`config.mk`:
```
export PLATFORM = sky130hd
export DESIGN_NAME = mpadd_seq
export DESIGN_NICKNAME = d
export VERILOG_FILES = /design/src/rtl/mpadd_pkg.sv /design/src/rtl/mpadd_add8_cla.sv /design/src/rtl/mpadd_seq.sv
export SDC_FILE = /design/constraint.sdc
export NUM_CORES = 1
export LEC_CHECK = 0
export CORE_MARGIN = 2
export CORE_UTILIZATION = 30
export CTS_BUF_LIST = sky130_fd_sc_hd__clkbuf_16
export CTS_CLUSTER_SIZE = 28
export DETAILED_ROUTE_END_ITERATION = 16
export GPL_TIMING_DRIVEN = 0
export HOLD_SLACK_MARGIN = 0.12
export PLACE_DENSITY_LB_ADDON = 0.2
export SLEW_MARGIN = 20
export SYNTH_ARGS = -nofsm -noshare
export SYNTH_HDL_FRONTEND = slang
export SYNTH_HIERARCHICAL = 1
export SYNTH_SLANG_ARGS = --single-unit
export TNS_END_PERCENT = 20
```
`constraint.sdc`:
```
create_clock -name clk -period 4.5 [get_ports clk]
set_clock_uncertainty 0.1 [all_clocks]
set_input_delay 0.9 -clock clk [delete_from_list [all_inputs] [get_ports clk]]
set_output_delay 0.9 -clock clk [all_outputs]
set_load 0.05 [all_outputs]
```
`src/rtl/mpadd_pkg.sv`:
```
// Shared types and constants for the multi-precision adder sequencer.
package mpadd_pkg;

   localparam int BYTE_W = 8;

   typedef enum logic [1:0] {
      IDLE = 2'd0,
      RUN  = 2'd1,
      DONE = 2'd2
   } state_e;

   function automatic int clog2(input int n);
      int r;
      r = 0;
      for (int v = n - 1; v > 0; v = v >> 1) r++;
      return r;
   endfunction

endpackage

```
`src/rtl/mpadd_add8_cla.sv`:
```
// Combinational 8-bit carry-lookahead adder; c7 is the carry into the top bit.
module add8_cla
   import mpadd_pkg::*;
(
   input  logic [BYTE_W-1:0] a,
   input  logic [BYTE_W-1:0] b,
   input  logic              ci,
   output logic [BYTE_W-1:0] s,
   output logic              co,
   output logic              c7
);

   logic [BYTE_W-1:0] g, p;
   logic [BYTE_W:0]   c;
   logic              acc, pr;

   // Each carry is the flattened sum-of-products of generate/propagate terms.
   always_comb begin
      g    = a & b;
      p    = a ^ b;
      c    = '0;
      c[0] = ci;
      acc  = 1'b0;
      pr   = 1'b0;
      for (int i = 0; i < BYTE_W; i++) begin
         acc = g[i];
         pr  = p[i];
         for (int j = i - 1; j >= 0; j--) begin
            acc = acc | (pr & g[j]);
            pr  = pr & p[j];
         end
         c[i+1] = acc | (pr & ci);
      end
   end

   assign s  = p ^ c[BYTE_W-1:0];
   assign co = c[BYTE_W];
   assign c7 = c[BYTE_W-1];

endmodule

```
`src/rtl/mpadd_seq.sv`:
```
// Byte-serial multi-precision adder with valid/ready on both sides.
// Define MPADD_SUB_EN to make the sub input select A - B.
module mpadd_seq
   import mpadd_pkg::*;
#(
   parameter int WORDS = 4
) (
   input  logic                  clk,
   input  logic                  rst_n,
   input  logic                  in_valid,
   output logic                  in_ready,
   input  logic [BYTE_W*WORDS-1:0] a,
   input  logic [BYTE_W*WORDS-1:0] b,
   input  logic                  cin,
   input  logic                  sub,
   output logic                  out_valid,
   input  logic                  out_ready,
   output logic [BYTE_W*WORDS-1:0] sum,
   output logic                  cout,
   output logic                  ovf
);

   localparam int W     = BYTE_W * WORDS;
   localparam int IDX_W = (clog2(WORDS) > 0) ? clog2(WORDS) : 1;
   localparam logic [IDX_W-1:0] LAST      = IDX_W'(WORDS - 1);
   localparam logic [W-1:0]     BYTE_MASK = W'({BYTE_W{1'b1}});

   state_e            state_q, state_d;
   logic [IDX_W-1:0]  idx_q, idx_d;
   logic              carry_q, carry_d;
   logic              sub_q, sub_d;
   logic [W-1:0]      a_q, a_d, b_q, b_d;
   logic [W-1:0]      sum_q, sum_d;
   logic              cout_q, cout_d, ovf_q, ovf_d;

   logic [BYTE_W-1:0] a_byte, b_byte, b_raw, s8;
   logic              c8, c7;
   logic              sub_eff;
   int                sh;

`ifdef MPADD_SUB_EN
   assign sub_eff = sub;
`else
   logic sub_unused;
   assign sub_unused = sub;
   assign sub_eff    = 1'b0;
`endif

   assign sh     = BYTE_W * int'(idx_q);
   assign a_byte = BYTE_W'(a_q >> sh);
   assign b_raw  = BYTE_W'(b_q >> sh);
   assign b_byte = sub_q ? ~b_raw : b_raw;

   add8_cla u_add (
      .a  (a_byte),
      .b  (b_byte),
      .ci (carry_q),
      .s  (s8),
      .co (c8),
      .c7 (c7)
   );

   always_comb begin
      state_d   = state_q;
      idx_d     = idx_q;
      carry_d   = carry_q;
      sub_d     = sub_q;
      a_d       = a_q;
      b_d       = b_q;
      sum_d     = sum_q;
      cout_d    = cout_q;
      ovf_d     = ovf_q;
      in_ready  = 1'b0;
      out_valid = 1'b0;
      case (state_q)
         IDLE: begin
            in_ready = 1'b1;
            if (in_valid) begin
               a_d     = a;
               b_d     = b;
               sub_d   = sub_eff;
               carry_d = sub_eff ? 1'b1 : cin;
               idx_d   = '0;
               state_d = RUN;
            end
         end
         RUN: begin
            sum_d   = (sum_q & ~(BYTE_MASK << sh)) | (W'(s8) << sh);
            carry_d = c8;
            if (idx_q == LAST) begin
               cout_d  = c8;
               ovf_d   = c7 ^ c8;
               state_d = DONE;
            end else begin
               idx_d = idx_q + 1'b1;
            end
         end
         DONE: begin
            out_valid = 1'b1;
            if (out_ready) state_d = IDLE;
         end
         default: state_d = IDLE;
      endcase
   end

   always_ff @(posedge clk or negedge rst_n) begin
      if (!rst_n) begin
         state_q <= IDLE;
         idx_q   <= '0;
         carry_q <= 1'b0;
         sub_q   <= 1'b0;
         a_q     <= '0;
         b_q     <= '0;
         sum_q   <= '0;
         cout_q  <= 1'b0;
         ovf_q   <= 1'b0;
      end else begin
         state_q <= state_d;
         idx_q   <= idx_d;
         carry_q <= carry_d;
         sub_q   <= sub_d;
         a_q     <= a_d;
         b_q     <= b_d;
         sum_q   <= sum_d;
         cout_q  <= cout_d;
         ovf_q   <= ovf_d;
      end
   end

   assign sum  = sum_q;
   assign cout = cout_q;
   assign ovf  = ovf_q;

endmodule
```
==> impl_results.md, run 1 <==
* Status: finished clean
* Area growth from synthesis to layout at 32.4%
* Post-DP HPWL at slightly below 9000 um
* Sequential share of the synthesized area at between 50% and 60%
* Leading area contributor after synthesis: dfrtp_1
* CTS Buffer Depth at 2
* Max Clk Rate at 312 MHz
* Fillers at 1,540
* Reg2reg path depth at 9
* Min Clock Period, post-route at roughly 3200 ps
* Final nets at 516
* #FFs+latches synth at between 100 and 150
* Antenna Cells at 0
* Fin cells at about 660
* Setup Crit Path Kind: reg -> reg
* GRT Total Usage at between 10% and 20%
* CTS tree: yes
* Die area at 17,800 um^2
* Worst Setup SP: idx_q[1]$_DFFE_PN0P_
* Initial antenna violation count at 0
* Starting DRT DRC Count at between 100 and 150
* Hold crit path type: in -> async
* Post-CTS Hold Buffers at 0
* Worst Setup End Kind: flop
* Share of async-settable or async-resettable flops after synthesis at 100%
* DRT Pass-1 Iters at 4
* Synthesized cell area at around 5000 um^2
* Clock Latency Late Sink at between 300 and 400 ps
* Avg Inst Size Synth at between 15 and 20 um^2
* Remaining DRCs at 0
* R2r endpoint: sum[12]$_DFFE_PN0N_
* Area share of the largest cell type after synthesis at about half
* Maxcap violations at 0
* Input/output buffers at roughly 100
* Buffer count from post-CTS setup fixing at 0
* Relative slew slack at 54.3%
* Drt via density at ~4.7
* Routed WL at about 12,000 um
* Max H-tree Level at 3
* Worst-path clk slew at 70 ps
* Top cells by area, synth: dfrtp_1 51%, mux2_4 18%, mux4_2 7.2%
* Number of global-route vias before repair at about 3,300
* Placed insts at approximately 640
* Initial Util at 30.4%
* GPL Wtd Cong at 0.760
* Syn Nets at 400
* Fraction of layout instances using a drive strength above 1 at 28.3%
* Most frequent cells in the layout: 103 x dfrtp_1, 103 x clkdlybuf4s50_1, 60 x mux2_4
* Post-CTS sizing at 0
* Ports at about 110
* Number of synthesized flops with an enable pin at 0
* Clk root buf: clkbuf_16
* Max Slew Vio Count at 0
* Largest net degree at the start of global routing at a little over 80
* Row Count at between 40 and 50
* Syn Inst Count at 316
* Die Span Y at ~130 um
* Clock sinks at ~100
* Reg2reg start: idx_q[1]$_DFFE_PN0P_
* Crit path DAT at ~3400 ps
* Fin crit share at 71.3%
* YS warnings at 6
* Total gr overflow at 0
* Core Footprint at 16,500 um^2
* RSZ-0062 raised after global routing: false
* Netlist cell types at between 40 and 50
* Worst endpoint required time at approximately 4700 ps
* CTS buffer count at 9
* R2R setup slack at between 1000 and 1500 ps
* Final setup viols at 0
* Die boundary width at 133 um
* Vias post-DR at 3,075
* Worst-path fanout max at 10
* Routed wire length per instance at approximately 18 um
* Slew @ Worst Pin at a little under 700 ps
* Crit start category: flop
* Post-route ant nets at 0
* Hold Vio Cnt, Final at 0
* Prevailing post-synth register cell: dfrtp_1
* First-pass GRT wire length at approximately 19,000 um
[routing by layer]
layer	up-vias	GRT usage (%)	share of wire (%)
met5	-	0	0
met3	13	4.07	5.2
met4	0	4.26	1.3
met2	101	22.2	47
met1	1549	19.0	47
li1	1412	-	-
[through the flow]
stage               hold WS [ps]  worst slack, ps  TNS, ps  cell area, um^2  util [%]
CTS                          286             1260        0             6630      40.3
global route                 295             1070        0             6630      40.3
global placement             374            -1500  -153080             6330      38.4
finish                       287             1290        0             6630      40.3
floorplan                    376             1670        0             5010         -
detailed placement           378             1290        0             6360      38.6
[state kept, by name, indices dropped and copies added, names as in the netlist]
signal,flops
b_q,32
sum,32
cout,1
ovf,1
state_q,2
carry_q,1
a_q,32
idx_q,2
[synth_stat cells, types with 2 or more instances]
library cell / n
dfrtp_1: 103
mux2_4: 60
a22o_1: 32
mux4_2: 16
ha_1: 13
inv_1: 8
buf_12: 7
nand2_1: 7
nor2_1: 7
mux2_2: 5
nand3_1: 5
o21ai_0: 5
xnor2_1: 5
buf_2: 4
nor3_2: 4
a21o_1: 3
a21oi_1: 3
a211oi_2: 2
nand3b_1: 2
o21ai_1: 2
[worst max-delay path: stages (launching register included)]
cell	delay, ps
dfrtp_1	430
buf_2	320
buf_2	320
mux4_2	350
ha_1	360
o21ai_1	120
nor3b_1	250
nor2_1	80
xnor2_1	550
a22o_1	240
[cell families after synthesis]
family,share of synthesized area [%]
multiplexers,26.5
buffers and inverters,4.24
flip-flops,51.4
XOR/XNOR,1.05
AO/OA/AOI/OAI,8.61
adder cells (fa/ha/maj),3.65
AND/OR/NAND/NOR,4.52
[layout make-up]
type / instances / area [um^2] / area share (%)
Tap cell: 220 / 275 / 4.15
Clock inverter: 5 / 51.3 / 0.773
Clock buffer: 9 / 225 / 3.40
Timing Repair Buffer: 105 / 1070 / 16.1
Sequential cell: 103 / 2580 / 38.9
Multi-Input combinational cell: 191 / 2220 / 33.5
Inverter: 8 / 30.0 / 0.453
Buffer: 14 / 183 / 2.75
[worst max-delay path by stage]
| stage | end | slack, ps | depth (start not counted) |
|---|---|---|---|
| 5_1_grt | sum[22]$_DFFE_PN0N_ | 1070 | 8 |
| 3_3_place_gp | b_q[12]$_DFFE_PN0P_ | -1500 | 1 |
| 4_1_cts | sum[12]$_DFFE_PN0N_ | 1260 | 9 |
| 2_1_floorplan | cout$_DFFE_PN0P_ | 1670 | 8 |
| 3_5_place_dp | sum[12]$_DFFE_PN0N_ | 1290 | 9 |
| 6_report | sum[12]$_DFFE_PN0N_ | 1290 | 9 |
Power of run 1 is not shown: default switching activity piles up to over one toggle a cycle in this logic, so the estimate is an artifact.
==> run 2, diff against run 1 <==
==> constraint.sdc (replaced) <==
create_clock -name clk -period 3.2 [get_ports clk]
set_clock_uncertainty 0.1 [all_clocks]
set_input_delay 0.64 -clock clk [delete_from_list [all_inputs] [get_ports clk]]
set_output_delay 0.64 -clock clk [all_outputs]
set_load 0.05 [all_outputs]
==> impl_results.md, run 2 (synthesis results as in run 1) <==
* Final setup margin at 176 ps (was 1290 ps)
* Initial Util at 30.4% (unchanged)
* Relative slew slack at 59.9% (was 54.3%)
* Worst-path fanout max at 10 (unchanged)
* Buf/Inv on CP at 1 (was 2)
* Routed WL at 11,900 um (about the same)
* Reg2reg path depth at 8 (was 9)
* Worst Setup SP: idx_q[0]$_DFFE_PN0P_ (was idx_q[1]$_DFFE_PN0P_)
* FF+latch area at 2580 um^2 (unchanged)
* Final nets at 517 (was 516)
* Initial antenna violation count at 0 (unchanged)
* CTS Buffer Depth at 2 (unchanged)
* Fin crit share at 94.5% (was 71.3%)
* Starting DRT DRC Count at 163 (was 136)
* Max Slew Vio Count at 0 (unchanged)
* Number of global-route vias before repair at 3,304 (was 3,292)
* Reg2reg start: idx_q[0]$_DFFE_PN0P_ (was idx_q[1]$_DFFE_PN0P_)
* CP peak stage delay at 560 ps (was 550 ps)
* Worst endpoint required time at 3390 ps (was 4690 ps)
* Cell Area, Placed at 6360 um^2 (unchanged)
* Max H-tree Level at 3 (unchanged)
* Die boundary width at 133 um (unchanged)
* CP top delay family: compound AO/OA/AOI/OAI gates (was buffers and inverters)
* Max Clk Rate at 331 MHz (was 312 MHz)
* Fillers at 1,533 (was 1,540)
* CTS buffer count at 9 (unchanged)
* Worst Hold Slack at 385 ps (was 287 ps)
* Clk root buf: clkbuf_16 (unchanged)
* Crit path capture: sum[21]$_DFFE_PN0N_ (was sum[12]$_DFFE_PN0N_)
* Crit path DAT at 3210 ps (was 3400 ps)
* First-pass GRT wire length at 18,900 um (about the same)
* R2R setup slack at 180 ps (was 1290 ps)
* Largest net degree at the start of global routing at 81 (unchanged)
* Worst Setup End Kind: flop (unchanged)
* Min Clock Period, post-route at 3020 ps (was 3210 ps)
* GPL Wtd Cong at 0.760 (unchanged)
* Row Count at 47 (unchanged)
* Core Footprint at 16,500 um^2 (unchanged)
* Hold Vio Cnt, Final at 0 (unchanged)
* Clock sinks at 103 (unchanged)
* Most frequent cells in the layout: 103 x dfrtp_1, 103 x clkdlybuf4s50_1, 60 x mux2_4 (unchanged)
* Post-DP HPWL at 8730 um (unchanged)
* Routed wire length per instance at 18.1 um (about the same)
* Post-route ant nets at 0 (unchanged)
* Worst-path clk slew at 70 ps (about the same)
* Die area at 17,800 um^2 (unchanged)
* Crit-path cells: buf_4 -> mux4_2 -> ha_1 -> a211oi_2 -> nor2_1 -> a21o_1 -> a21oi_1 -> a22o_1 (was buf_2 -> buf_2 -> mux4_2 -> ha_1 -> o21ai_1 -> nor3b_1 -> nor2_1 -> xnor2_1 -> a22o_1)
* Area of the multi-input gates at 2240 um^2 (was 2220 um^2)
* Total gr overflow at 0 (unchanged)
* Setup Crit Path Kind: reg -> reg (unchanged)
* R2r endpoint: sum[21]$_DFFE_PN0N_ (was sum[12]$_DFFE_PN0N_)
* Vias post-DR at 3,050 (was 3,075)
* CP Depth at 8 (was 9)
* Maxcap violations at 0 (unchanged)
* CP max stage cell: mux4_2 (was xnor2_1)
* Ports at 106 (unchanged)
* GRT Total Usage at 14.2% (was 14.1%)
* Crit start category: flop (unchanged)
* Fraction of layout instances using a drive strength above 1 at 28.7% (was 28.3%)
* Drt via density at 4.65 (was 4.69)
* Area growth from synthesis to layout at 33.1% (was 32.4%)
* Worst slack at placement at -10.6 ps (was 1290 ps)
* Antenna Cells at 0 (unchanged)
* Slew @ Worst Pin at 598 ps (was 681 ps)
* Final setup viols at 0 (unchanged)
* RSZ-0062 raised after global routing: false (unchanged)
* CTS tree: yes (unchanged)
* Fin area at 6670 um^2 (was 6630 um^2)
* Status: finished clean (unchanged)
* Buffer count from post-CTS setup fixing at 0 (unchanged)
* Remaining DRCs at 0 (unchanged)
* DRT Pass-1 Iters at 4 (unchanged)
* Clock Latency Late Sink at 360 ps (about the same)
* Hold crit path type: reg -> reg (was in -> async)
* Input/output buffers at 104 (unchanged)
* Die Span Y at 133 um (unchanged)
[run 2: cell count changes in the layout (fill, tap and decap cells not counted), sizes merged]
cell         change
dlygate4sd3      +1
[run 2: worst min path at each step]
| stage | depth (start not counted) | to | startpoint |
|---|---|---|---|
| finish | 2 | ovf$_DFFE_PN0P_ | ovf$_DFFE_PN0P_ |
| global route | 1 | sum[17]$_DFFE_PN0N_ | sum[17]$_DFFE_PN0N_ |
| CTS | 2 | ovf$_DFFE_PN0P_ | ovf$_DFFE_PN0P_ |
| detailed placement | 2 | ovf$_DFFE_PN0P_ | ovf$_DFFE_PN0P_ |
| global placement | 2 | ovf$_DFFE_PN0P_ | ovf$_DFFE_PN0P_ |
| floorplan | 0 | a_q[0]$_DFFE_PN0P_ | rst_n |
[run 2: metrics by stage]
step / utilization, % / instances / TNS (ps)
after CTS: 40.4 / 656 / 0
after floorplan: - / 316 / 0
after global routing: 40.5 / 656 / 0
after global placement: 38.4 / 640 / -260200
after detailed placement: 38.6 / 641 / -23.7
final: 40.5 / 656 / 0
[run 2: repair_timing]
action | 4_1_cts | 5_1_grt
hold buffers | 1 | 0
resized for setup | 3 | 6
setup endpoints to repair | 15 | 19
hold endpoints to repair | 23 | 0
[run 2: routing by layer]
metal	global-route usage, %	share of wire [%]	vias to the layer above
li1	-	-	1410
met1	19.1	47	1531
met2	22.3	47	97
met3	4.03	5.1	12
met4	4.26	1.3	0
met5	0	0	-
[run 2: area by class of cell]
class	instances	area share [%]
Buffer	14	2.94
Clock buffer	9	3.38
Clock inverter	5	0.769
Inverter	8	0.450
Multi-Input combinational cell	191	33.5
Sequential cell	103	38.6
Tap cell	220	4.13
Timing Repair Buffer	106	16.2
[run 2: worst min-delay path, cell delays in order, from the launching register on]
cell and delay, ps:
dfrtp_1 340, nand2_1 50, o21ai_0 60
Power of run 2 is left out for the same reason.
